## src/rtl/seq_alu.sv

```systemverilog
// seq_alu: registered ALU with valid/ready handshake on both sides.
// Add/sub/slt/and/or/shl and divide-by-zero finish on the accept edge.
// Multiply (shift-add) and divide (restoring) retire one bit per cycle.
// The ports keep their fixed upstream names (Clk, Rst_n, OP1, ...).
module seq_alu #(
  parameter int unsigned WIDTH      = 32,
  parameter bit          SIGNED_SLT = 1'b0
) (
  input  logic             Clk,
  input  logic             Rst_n,
  input  logic             InValid,
  output logic             InReady,
  input  logic [WIDTH-1:0] OP1,
  input  logic [WIDTH-1:0] OP2,
  input  logic [2:0]       Sel,
  output logic             OutValid,
  input  logic             OutReady,
  output logic [WIDTH-1:0] Result,
  output logic [WIDTH-1:0] ResultHi,
  output logic             ZeroFlag,
  output logic             NegFlag,
  output logic             CarryFlag,
  output logic             OvfFlag,
  output logic             DivZeroFlag
);

  localparam int unsigned SW = $clog2(WIDTH);
  localparam int unsigned CW = SW + 1;

  localparam logic [1:0] S_IDLE = 2'd0;
  localparam logic [1:0] S_MUL  = 2'd1;
  localparam logic [1:0] S_DIV  = 2'd2;
  localparam logic [1:0] S_DONE = 2'd3;

  localparam logic [2:0] OP_ADD = 3'b000;
  localparam logic [2:0] OP_SUB = 3'b001;
  localparam logic [2:0] OP_SLT = 3'b010;
  localparam logic [2:0] OP_MUL = 3'b011;
  localparam logic [2:0] OP_DIV = 3'b100;
  localparam logic [2:0] OP_AND = 3'b101;
  localparam logic [2:0] OP_OR  = 3'b110;
  localparam logic [2:0] OP_SHL = 3'b111;

  // Architectural state
  logic [1:0]       r_state;
  logic [CW-1:0]    r_cnt;
  logic [WIDTH-1:0] r_opnd;   // mul: multiplicand, div: divisor
  logic [WIDTH-1:0] r_acc;    // mul: product high, div: partial remainder
  logic [WIDTH-1:0] r_mq;     // mul: multiplier/product low, div: dividend/quotient
  logic             r_in_ready;
  logic             r_out_valid;
  logic [WIDTH-1:0] r_result;
  logic [WIDTH-1:0] r_result_hi;
  logic             r_zero;
  logic             r_neg;
  logic             r_carry;
  logic             r_ovf;
  logic             r_divz;

  // Next-state values
  logic [1:0]       w_state_nxt;
  logic [CW-1:0]    w_cnt_nxt;
  logic [WIDTH-1:0] w_opnd_nxt;
  logic [WIDTH-1:0] w_acc_nxt;
  logic [WIDTH-1:0] w_mq_nxt;
  logic             w_in_ready_nxt;
  logic             w_out_valid_nxt;
  logic [WIDTH-1:0] w_result_nxt;
  logic [WIDTH-1:0] w_result_hi_nxt;
  logic             w_zero_nxt;
  logic             w_neg_nxt;
  logic             w_carry_nxt;
  logic             w_ovf_nxt;
  logic             w_divz_nxt;
  logic             w_load;

  // Single-cycle datapath
  logic [WIDTH:0]   w_sum;
  logic [WIDTH:0]   w_diff;
  logic             w_slt;
  logic [WIDTH-1:0] w_shl;
  logic [WIDTH-1:0] w_sc_result;
  logic [WIDTH-1:0] w_sc_hi;
  logic             w_sc_carry;
  logic             w_sc_ovf;
  logic             w_sc_divz;

  // Iterative datapath
  logic [WIDTH:0]   w_mul_add;
  logic [WIDTH-1:0] w_mul_acc_nxt;
  logic [WIDTH-1:0] w_mul_mq_nxt;
  logic [WIDTH:0]   w_div_shift;
  logic [WIDTH:0]   w_div_sub;
  logic             w_div_ok;
  logic [WIDTH-1:0] w_div_rem_nxt;
  logic [WIDTH-1:0] w_div_quo_nxt;

  // Extended-width add/sub so bit WIDTH carries the carry-out or borrow
  assign w_sum  = {1'b0, OP1} + {1'b0, OP2};
  assign w_diff = {1'b0, OP1} - {1'b0, OP2};
  assign w_slt  = SIGNED_SLT ? ($signed(OP1) < $signed(OP2)) : (OP1 < OP2);
  assign w_shl  = OP1 << OP2[SW-1:0];

  // One shift-add step: add multiplicand when the multiplier LSB is set, then shift right
  assign w_mul_add     = {1'b0, r_acc} + (r_mq[0] ? {1'b0, r_opnd} : {(WIDTH+1){1'b0}});
  assign w_mul_acc_nxt = w_mul_add[WIDTH:1];
  assign w_mul_mq_nxt  = {w_mul_add[0], r_mq[WIDTH-1:1]};

  // One restoring-division step: shift in next dividend bit, keep difference if no borrow
  assign w_div_shift   = {r_acc, r_mq[WIDTH-1]};
  assign w_div_sub     = w_div_shift - {1'b0, r_opnd};
  assign w_div_ok      = ~w_div_sub[WIDTH];
  assign w_div_rem_nxt = w_div_ok ? w_div_sub[WIDTH-1:0] : w_div_shift[WIDTH-1:0];
  assign w_div_quo_nxt = {r_mq[WIDTH-2:0], w_div_ok};

  // Results of ops that finish on the accept edge
  always_comb begin
    w_sc_result = '0;
    w_sc_hi     = '0;
    w_sc_carry  = 1'b0;
    w_sc_ovf    = 1'b0;
    w_sc_divz   = 1'b0;
    case (Sel)
      OP_ADD: begin
        w_sc_result = w_sum[WIDTH-1:0];
        w_sc_carry  = w_sum[WIDTH];
        w_sc_ovf    = (OP1[WIDTH-1] == OP2[WIDTH-1]) && (w_sum[WIDTH-1] != OP1[WIDTH-1]);
      end
      OP_SUB: begin
        w_sc_result = w_diff[WIDTH-1:0];
        w_sc_carry  = w_diff[WIDTH];
        w_sc_ovf    = (OP1[WIDTH-1] != OP2[WIDTH-1]) && (w_diff[WIDTH-1] != OP1[WIDTH-1]);
      end
      OP_SLT: w_sc_result = WIDTH'(w_slt);
      OP_DIV: begin
        // only reached with a zero divisor
        w_sc_result = '1;
        w_sc_hi     = OP1;
        w_sc_divz   = 1'b1;
      end
      OP_AND: w_sc_result = OP1 & OP2;
      OP_OR:  w_sc_result = OP1 | OP2;
      OP_SHL: w_sc_result = w_shl;
      default: ;
    endcase
  end

  // Next-state and next-output logic
  always_comb begin
    w_state_nxt     = r_state;
    w_cnt_nxt       = r_cnt;
    w_opnd_nxt      = r_opnd;
    w_acc_nxt       = r_acc;
    w_mq_nxt        = r_mq;
    w_result_nxt    = r_result;
    w_result_hi_nxt = r_result_hi;
    w_carry_nxt     = r_carry;
    w_ovf_nxt       = r_ovf;
    w_divz_nxt      = r_divz;
    w_zero_nxt      = r_zero;
    w_neg_nxt       = r_neg;
    w_load          = 1'b0;

    case (r_state)
      S_IDLE: begin
        if (r_in_ready && InValid) begin
          if (Sel == OP_MUL) begin
            w_state_nxt = S_MUL;
            w_cnt_nxt   = CW'(WIDTH);
            w_opnd_nxt  = OP1;
            w_mq_nxt    = OP2;
            w_acc_nxt   = '0;
          end else if ((Sel == OP_DIV) && (OP2 != '0)) begin
            w_state_nxt = S_DIV;
            w_cnt_nxt   = CW'(WIDTH);
            w_opnd_nxt  = OP2;
            w_mq_nxt    = OP1;
            w_acc_nxt   = '0;
          end else begin
            w_state_nxt     = S_DONE;
            w_load          = 1'b1;
            w_result_nxt    = w_sc_result;
            w_result_hi_nxt = w_sc_hi;
            w_carry_nxt     = w_sc_carry;
            w_ovf_nxt       = w_sc_ovf;
            w_divz_nxt      = w_sc_divz;
          end
        end
      end
      S_MUL: begin
        w_acc_nxt = w_mul_acc_nxt;
        w_mq_nxt  = w_mul_mq_nxt;
        w_cnt_nxt = r_cnt - CW'(1);
        if (r_cnt == CW'(1)) begin
          w_state_nxt     = S_DONE;
          w_load          = 1'b1;
          w_result_nxt    = w_mul_mq_nxt;
          w_result_hi_nxt = w_mul_acc_nxt;
          w_carry_nxt     = 1'b0;
          w_ovf_nxt       = 1'b0;
          w_divz_nxt      = 1'b0;
        end
      end
      S_DIV: begin
        w_acc_nxt = w_div_rem_nxt;
        w_mq_nxt  = w_div_quo_nxt;
        w_cnt_nxt = r_cnt - CW'(1);
        if (r_cnt == CW'(1)) begin
          w_state_nxt     = S_DONE;
          w_load          = 1'b1;
          w_result_nxt    = w_div_quo_nxt;
          w_result_hi_nxt = w_div_rem_nxt;
          w_carry_nxt     = 1'b0;
          w_ovf_nxt       = 1'b0;
          w_divz_nxt      = 1'b0;
        end
      end
      S_DONE: begin
        if (OutReady) begin
          w_state_nxt = S_IDLE;
        end
      end
      default: w_state_nxt = S_IDLE;
    endcase

    if (w_load) begin
      w_zero_nxt = (w_result_nxt == '0);
      w_neg_nxt  = w_result_nxt[WIDTH-1];
    end

    w_in_ready_nxt  = (w_state_nxt == S_IDLE);
    w_out_valid_nxt = (w_state_nxt == S_DONE);
  end

  // State and output registers; reset aborts any operation in flight
  always_ff @(posedge Clk or negedge Rst_n) begin
    if (!Rst_n) begin
      r_state     <= S_IDLE;
      r_cnt       <= '0;
      r_opnd      <= '0;
      r_acc       <= '0;
      r_mq        <= '0;
      r_in_ready  <= 1'b0;
      r_out_valid <= 1'b0;
      r_result    <= '0;
      r_result_hi <= '0;
      r_zero      <= 1'b0;
      r_neg       <= 1'b0;
      r_carry     <= 1'b0;
      r_ovf       <= 1'b0;
      r_divz      <= 1'b0;
    end else begin
      r_state     <= w_state_nxt;
      r_cnt       <= w_cnt_nxt;
      r_opnd      <= w_opnd_nxt;
      r_acc       <= w_acc_nxt;
      r_mq        <= w_mq_nxt;
      r_in_ready  <= w_in_ready_nxt;
      r_out_valid <= w_out_valid_nxt;
      r_result    <= w_result_nxt;
      r_result_hi <= w_result_hi_nxt;
      r_zero      <= w_zero_nxt;
      r_neg       <= w_neg_nxt;
      r_carry     <= w_carry_nxt;
      r_ovf       <= w_ovf_nxt;
      r_divz      <= w_divz_nxt;
    end
  end

  assign InReady     = r_in_ready;
  assign OutValid    = r_out_valid;
  assign Result      = r_result;
  assign ResultHi    = r_result_hi;
  assign ZeroFlag    = r_zero;
  assign NegFlag     = r_neg;
  assign CarryFlag   = r_carry;
  assign OvfFlag     = r_ovf;
  assign DivZeroFlag = r_divz;

endmodule

```

## config.mk

```make
export PLATFORM = sky130hd
export DESIGN_NAME = seq_alu
export DESIGN_NICKNAME = d
export VERILOG_FILES = /design/src/rtl/seq_alu.sv
export SDC_FILE = /design/constraint.sdc
export NUM_CORES = 1
export LEC_CHECK = 0
export CAP_MARGIN = 15
export CORE_MARGIN = 2
export CORE_UTILIZATION = 31
export DETAILED_ROUTE_END_ITERATION = 12
export HOLD_SLACK_MARGIN = 0.15
export PLACE_DENSITY = 0.54
export SLEW_MARGIN = 20
export SYNTH_ARGS = -nofsm -noshare
export SYNTH_HDL_FRONTEND = slang
export SYNTH_SLANG_ARGS = --single-unit
```

## constraint.sdc

```tcl
create_clock -name Clk -period 8.35 [get_ports Clk]
set_input_delay 1.67 -clock Clk [delete_from_list [all_inputs] [get_ports Clk]]
set_output_delay 1.67 -clock Clk [all_outputs]
set_load 0.01 [all_outputs]
```

---- Word-level counts from Yosys, hierarchy flattened ----
Index checks and enable logic that the tools add are counted.
cells by class
  add/sub/neg operators ................... 5
  order comparisons ....................... 1
  equal/unequal tests ..................... 23
  shifts and indexed selects .............. 1
  mux-type cells .......................... 57
  bitwise gates (word level) .............. 3
  reduce and logical (&&, ||, !) cells .... 18
operator list
  operator            number
  $mux 32             21
  $pmux 32 s3         4
  $pmux 32 s7         1
  $add 32x32->33      2
  $sub 32x32->33      1
  $sub 33x32->33      1
  $and 32x32->32      1
  $logic_not 32->1    1
  $lt 32x32->1        1
  $or 32x32->32       1
  $reduce_bool 32->1  1
  $shl 32x5->32       1
  $mux 6              3
  $mux 1              16
  $eq 3x3->1 const B  4
  $pmux 1 s2          6
  $pmux 6 s2          1
  $ne 2x2->1 const B  5
  $reduce_and 3->1    3
  $mux 2              4
  $eq 2x2->1 const B  3
  $eq 3x2->1 const B  2
  $eq 6x1->1 const B  1
  $pmux 2 s3          1
  other kinds (16)    23
storage, ports and cells
  flip-flop bits (word level) ............. 175
  input port bits ......................... 71
  output and inout port bits .............. 71
  logic and storage cells ................. 122

---- Longest topological paths before layout ----
  depth in word-level cells ............... 8
  depth in mapped cells ................... 19
  depth with buffers taken out ............ 16

---- Worst setup path before layout ----
No wires, ideal clock.
  path type ............................... input-to-reg
  start ................................... in OP2[3]
  end ..................................... reg r_zero (netlist: ZeroFlag)
  library setup time ...................... 92 ps
  data arrival time ....................... 5,488 ps
  data required time ...................... 8,258 ps
  slack ................................... 2,770 ps
  stages on the path ...................... 17
  buffers on the path ..................... 4
  cells stage by stage .................... clkbuf_1 inv_1 buf_1 clkbuf_1 ha_1 clkbuf_1 or4_1 a21boi_1 o21ba_2 a311oi_1 or4_1 a31oi_1 or2_2 o2111ai_1 nor4_2 o2111ai_1 o31ai_2
on the way
  cells in the longest elaborated chain, start to end .. 7
  elaborated cells between the ends (all ways) .. 18
  those cells by class .................... add/sub: 2; order compare: 1; shift: 1; mux: 9; bitwise: 2; reduce/logical: 3
RTL lines
  what                                              line      RTL
  start, declared                                   14        input logic [WIDTH-1:0] OP2,
  $sub 32x32->33 (tied with other cells)            100       assign w_diff = {1'b0, OP1} - {1'b0, OP2};
  $pmux 32 s7 or $logic_and 1x1->1 (tied branches)  123, 173
  $mux 32                                           173       end else if ((Sel == OP_DIV) && (OP2 != '0)) begin
  $mux 32                                           167       if (Sel == OP_MUL) begin
  $mux 32                                           166       if (r_in_ready && InValid) begin
  $pmux 32 s3                                       164       case (r_state)
  $logic_not 32->1                                  227       w_zero_nxt = (w_result_nxt == '0);
  end signal, assigned                              262       r_zero <= w_zero_nxt;
  end, declared                                     54        logic r_zero;
Parallel ways exist; a longest one is shown, timed or not.
A chain may end at the register's enable or synchronous reset.

---- Worst setup path in the final report ----
  start ................................... in OP2[1]
  end ..................................... reg r_zero (netlist: ZeroFlag)
Same word-level chain as after synthesis.

==> flow_metrics.tcl <==
set metrics [dict create \
    status "finished clean" \
    grt_pass1_wl_um 152000 \
    worst_slew_pin_slew_ps 1240 \
    fin_skew_ps 15.0 \
    rsz0062_at_grt "false" \
    cts_buffers 17 \
    ys_seq_elements 175 \
    cts.sinks 175 \
    cts_setup_buffers 0 \
    viasPerCell 6.08 \
    synth_edf_count 0 \
    netlist_area_um2 20200 \
    grt_overflow 0 \
    coreArea_um2 64500 \
    setup_viol 0 \
    p_total_w 0.00818 \
    cts_resized 0 \
    fmax_ghz 0.154 \
    hold_buffers 0 \
    vdd.ir_drop.worst_mv 0.316 \
    yosys_warnings 0 \
    cp_max_fo 36 \
    antenna_found_initial 6 \
    async_flop_share_pct 100 \
    fin_crit_sh_pct 77.9 \
    dp_hpwl_um 83000 \
    synthTopCellsByArea "dfrtp_1, ha_1, a21oi_1" \
    min_period_ps 6510 \
    wl_met1_um 45300 \
    synth_ff_type "dfrtp_1" \
    synth.distinct_cells 90 \
    fp.dieW_um 259 \
    critPathCaptureType "flip-flop" \
    cts-htree-levels 4 \
    area_growth_pct 13.6 \
    maxSlewHeadroom_pct 16.6 \
    avgSynthCellArea_um2 7.21 \
    drt_first_pass_iters 8 \
    drt_wl_total_um 106000 \
    die-area_um2 67200 \
    nets 3071 \
    wire_per_inst_um 28.6 \
    synth_top_area_share_pct 21.7 \
    io_buffers 141 \
    routed.top_layer "met5" \
    synth_nets 3051 \
    cap_violations 0 \
    drtAntennaViolNets 0 \
    tritoncts "built" \
    path_class "in2reg" \
    grtUsageTotal_pct 30.9 \
    clk_latency_ps 510 \
    clk_path_buf_depth 2 \
    start_kind "primary input" \
    synth.largest_area_cell "dfrtp_1" \
    std_cell_rows 93 \
    drt_first_iter_violations 2670 \
    grt_max_degree 70 \
    gp_congestion 1.03 \
    route.met2.wl_um 48000 \
    fp.dieH_um 259 \
    utilization_pct 35.6 \
    initial_core_util_pct 31.3 \
    cts_root_buf "clkbuf_16" \
    yosysMostFrequentCell "nor2_1" \
    io-pin-count 142 \
    cellPowerDensity_nw_per_um2 357 \
    p_leak_nw 10.1 \
    hp-class "reg2reg" \
    drc_errors 0 \
    drive_above_1_share_pct 5.40 \
    grt_pass1_vias 21100 \
    tns_ps 0 \
    synth_cells 2802 \
    yosysSeqAreaShare_pct 21.7 \
    slew_viol_final 0 \
    path_clk_slew_ps 80 \
    crit_required_ps 8780 \
    wl_met3_um 7370 \
    synth_common_cells "nor2_1, a21oi_1, nand2_1, dfrtp_1, ha_1" \
    hold_viol_final 0 \
    vias 22400 \
    critPathArrivalTime_ps 6940 \
]
## path summary, 6_finish.rpt
kind                                         startpoint                      end  slack (ps)  cells past startpoint
min in group asynchronous                         Rst_n    r_acc[30]$_DFFE_PN0P_        1090                      1
worst max register to register     r_state[1]$_DFF_PN0_     ZeroFlag$_DFFE_PN0P_        3380                     15
max in group asynchronous                         Rst_n     Result[10]$_DFF_PN0_        5810                      2
worst min-delay path            DivZeroFlag$_DFFE_PN0P_  DivZeroFlag$_DFFE_PN0P_         520                      1
worst max-delay path                             OP2[1]     ZeroFlag$_DFFE_PN0P_        1840                     15
worst min register to register  DivZeroFlag$_DFFE_PN0P_  DivZeroFlag$_DFFE_PN0P_         520                      1
## kinds of logic after synthesis
group | synth area share (%)
simple gates | 21.2
compound gates | 32.4
buf+inv | 6.63
mux | 4.18
flops | 21.7
fa+ha+maj | 11.2
xor+xnor | 2.82
## where the power goes
group | internal [W] | total [W] | switching, W
Sequential | 0.00125 | 0.00169 | 0.000449
Clock | 0.000461 | 0.000914 | 0.000453
Combinational | 0.00207 | 0.00558 | 0.00351
## cells in the final DEF, fill, tap and decap left out, types with 18 or more instances in the layout
cell type,Yosys,routed
nor2_1,353,349
a21oi_1,330,329
nand2_1,285,285
dfrtp_1,175,175
ha_1,174,172
inv_1,151,151
o21ai_0,144,144
clkdlybuf4s50_1,0,137
o21ai_1,72,72
a21o_1,58,58
a31oi_1,56,56
nor3_1,51,51
buf_4,1,47
mux2i_1,46,46
and2_1,45,44
nand3_1,42,42
xnor2_1,41,41
a22o_1,39,39
o22ai_1,39,39
o211ai_1,35,35
a211oi_1,34,34
nor2b_1,25,24
nand4_1,24,24
xor2_1,24,24
and3_1,21,21
o21bai_1,20,20
a22oi_1,20,20
nor4_1,19,19
nand2b_1,19,19
o31ai_1,18,18
## worst max-delay path: stages
cell and delay, ps:
buf_2 650, inv_2 400, ha_1 430, o21ba_2 230, or4_1 510, a21boi_1 610
o21ba_2 320, o211ai_1 90, a21oi_1 210, o311ai_0 210, nor4_1 330, nand4b_1 300
nor4_2 480, o2111ai_1 220, o31ai_2 240
## area by class of cell
| cell class | count | area [um^2] |
|---|---|---|
| multi-input cells | 2285 | 14500 |
| repair buffers | 188 | 1750 |
| clock buffers | 18 | 439 |
| diodes | 1 | 2.50 |
| well taps | 855 | 1070 |
| fillers | 6886 | 41500 |
| clock inverters | 14 | 173 |
| flip-flops and latches | 175 | 4380 |
| inverters | 155 | 582 |
## stage by stage
stage / worst slack, ps / std cells / cell area [um^2] / hold WS [ps]
2_1_floorplan: 2770 / 2802 / 20200 / 473
3_3_place_gp: 1520 / 3658 / 22300 / 498
3_5_place_dp: 1430 / 3658 / 22300 / 500
4_1_cts: 1970 / 3690 / 22900 / 525
5_1_grt: 1700 / 3690 / 22900 / 545
6_report: 1840 / 3691 / 22900 / 519
## metal layers
metal	track usage (%)	vias to the layer above
met3	4.36	203
met2	49.5	1063
met5	0	-
met4	13.9	4
li1	-	10200
met1	41.2	11000
## sequential cells by signal (all words and copies together) (netlist names), 2 cells and up
register,flops
ResultHi,32
r_cnt,6
r_acc,32
r_opnd,32
Result,32
r_state,2
r_mq,32
(Power assumes the default switching activity.)
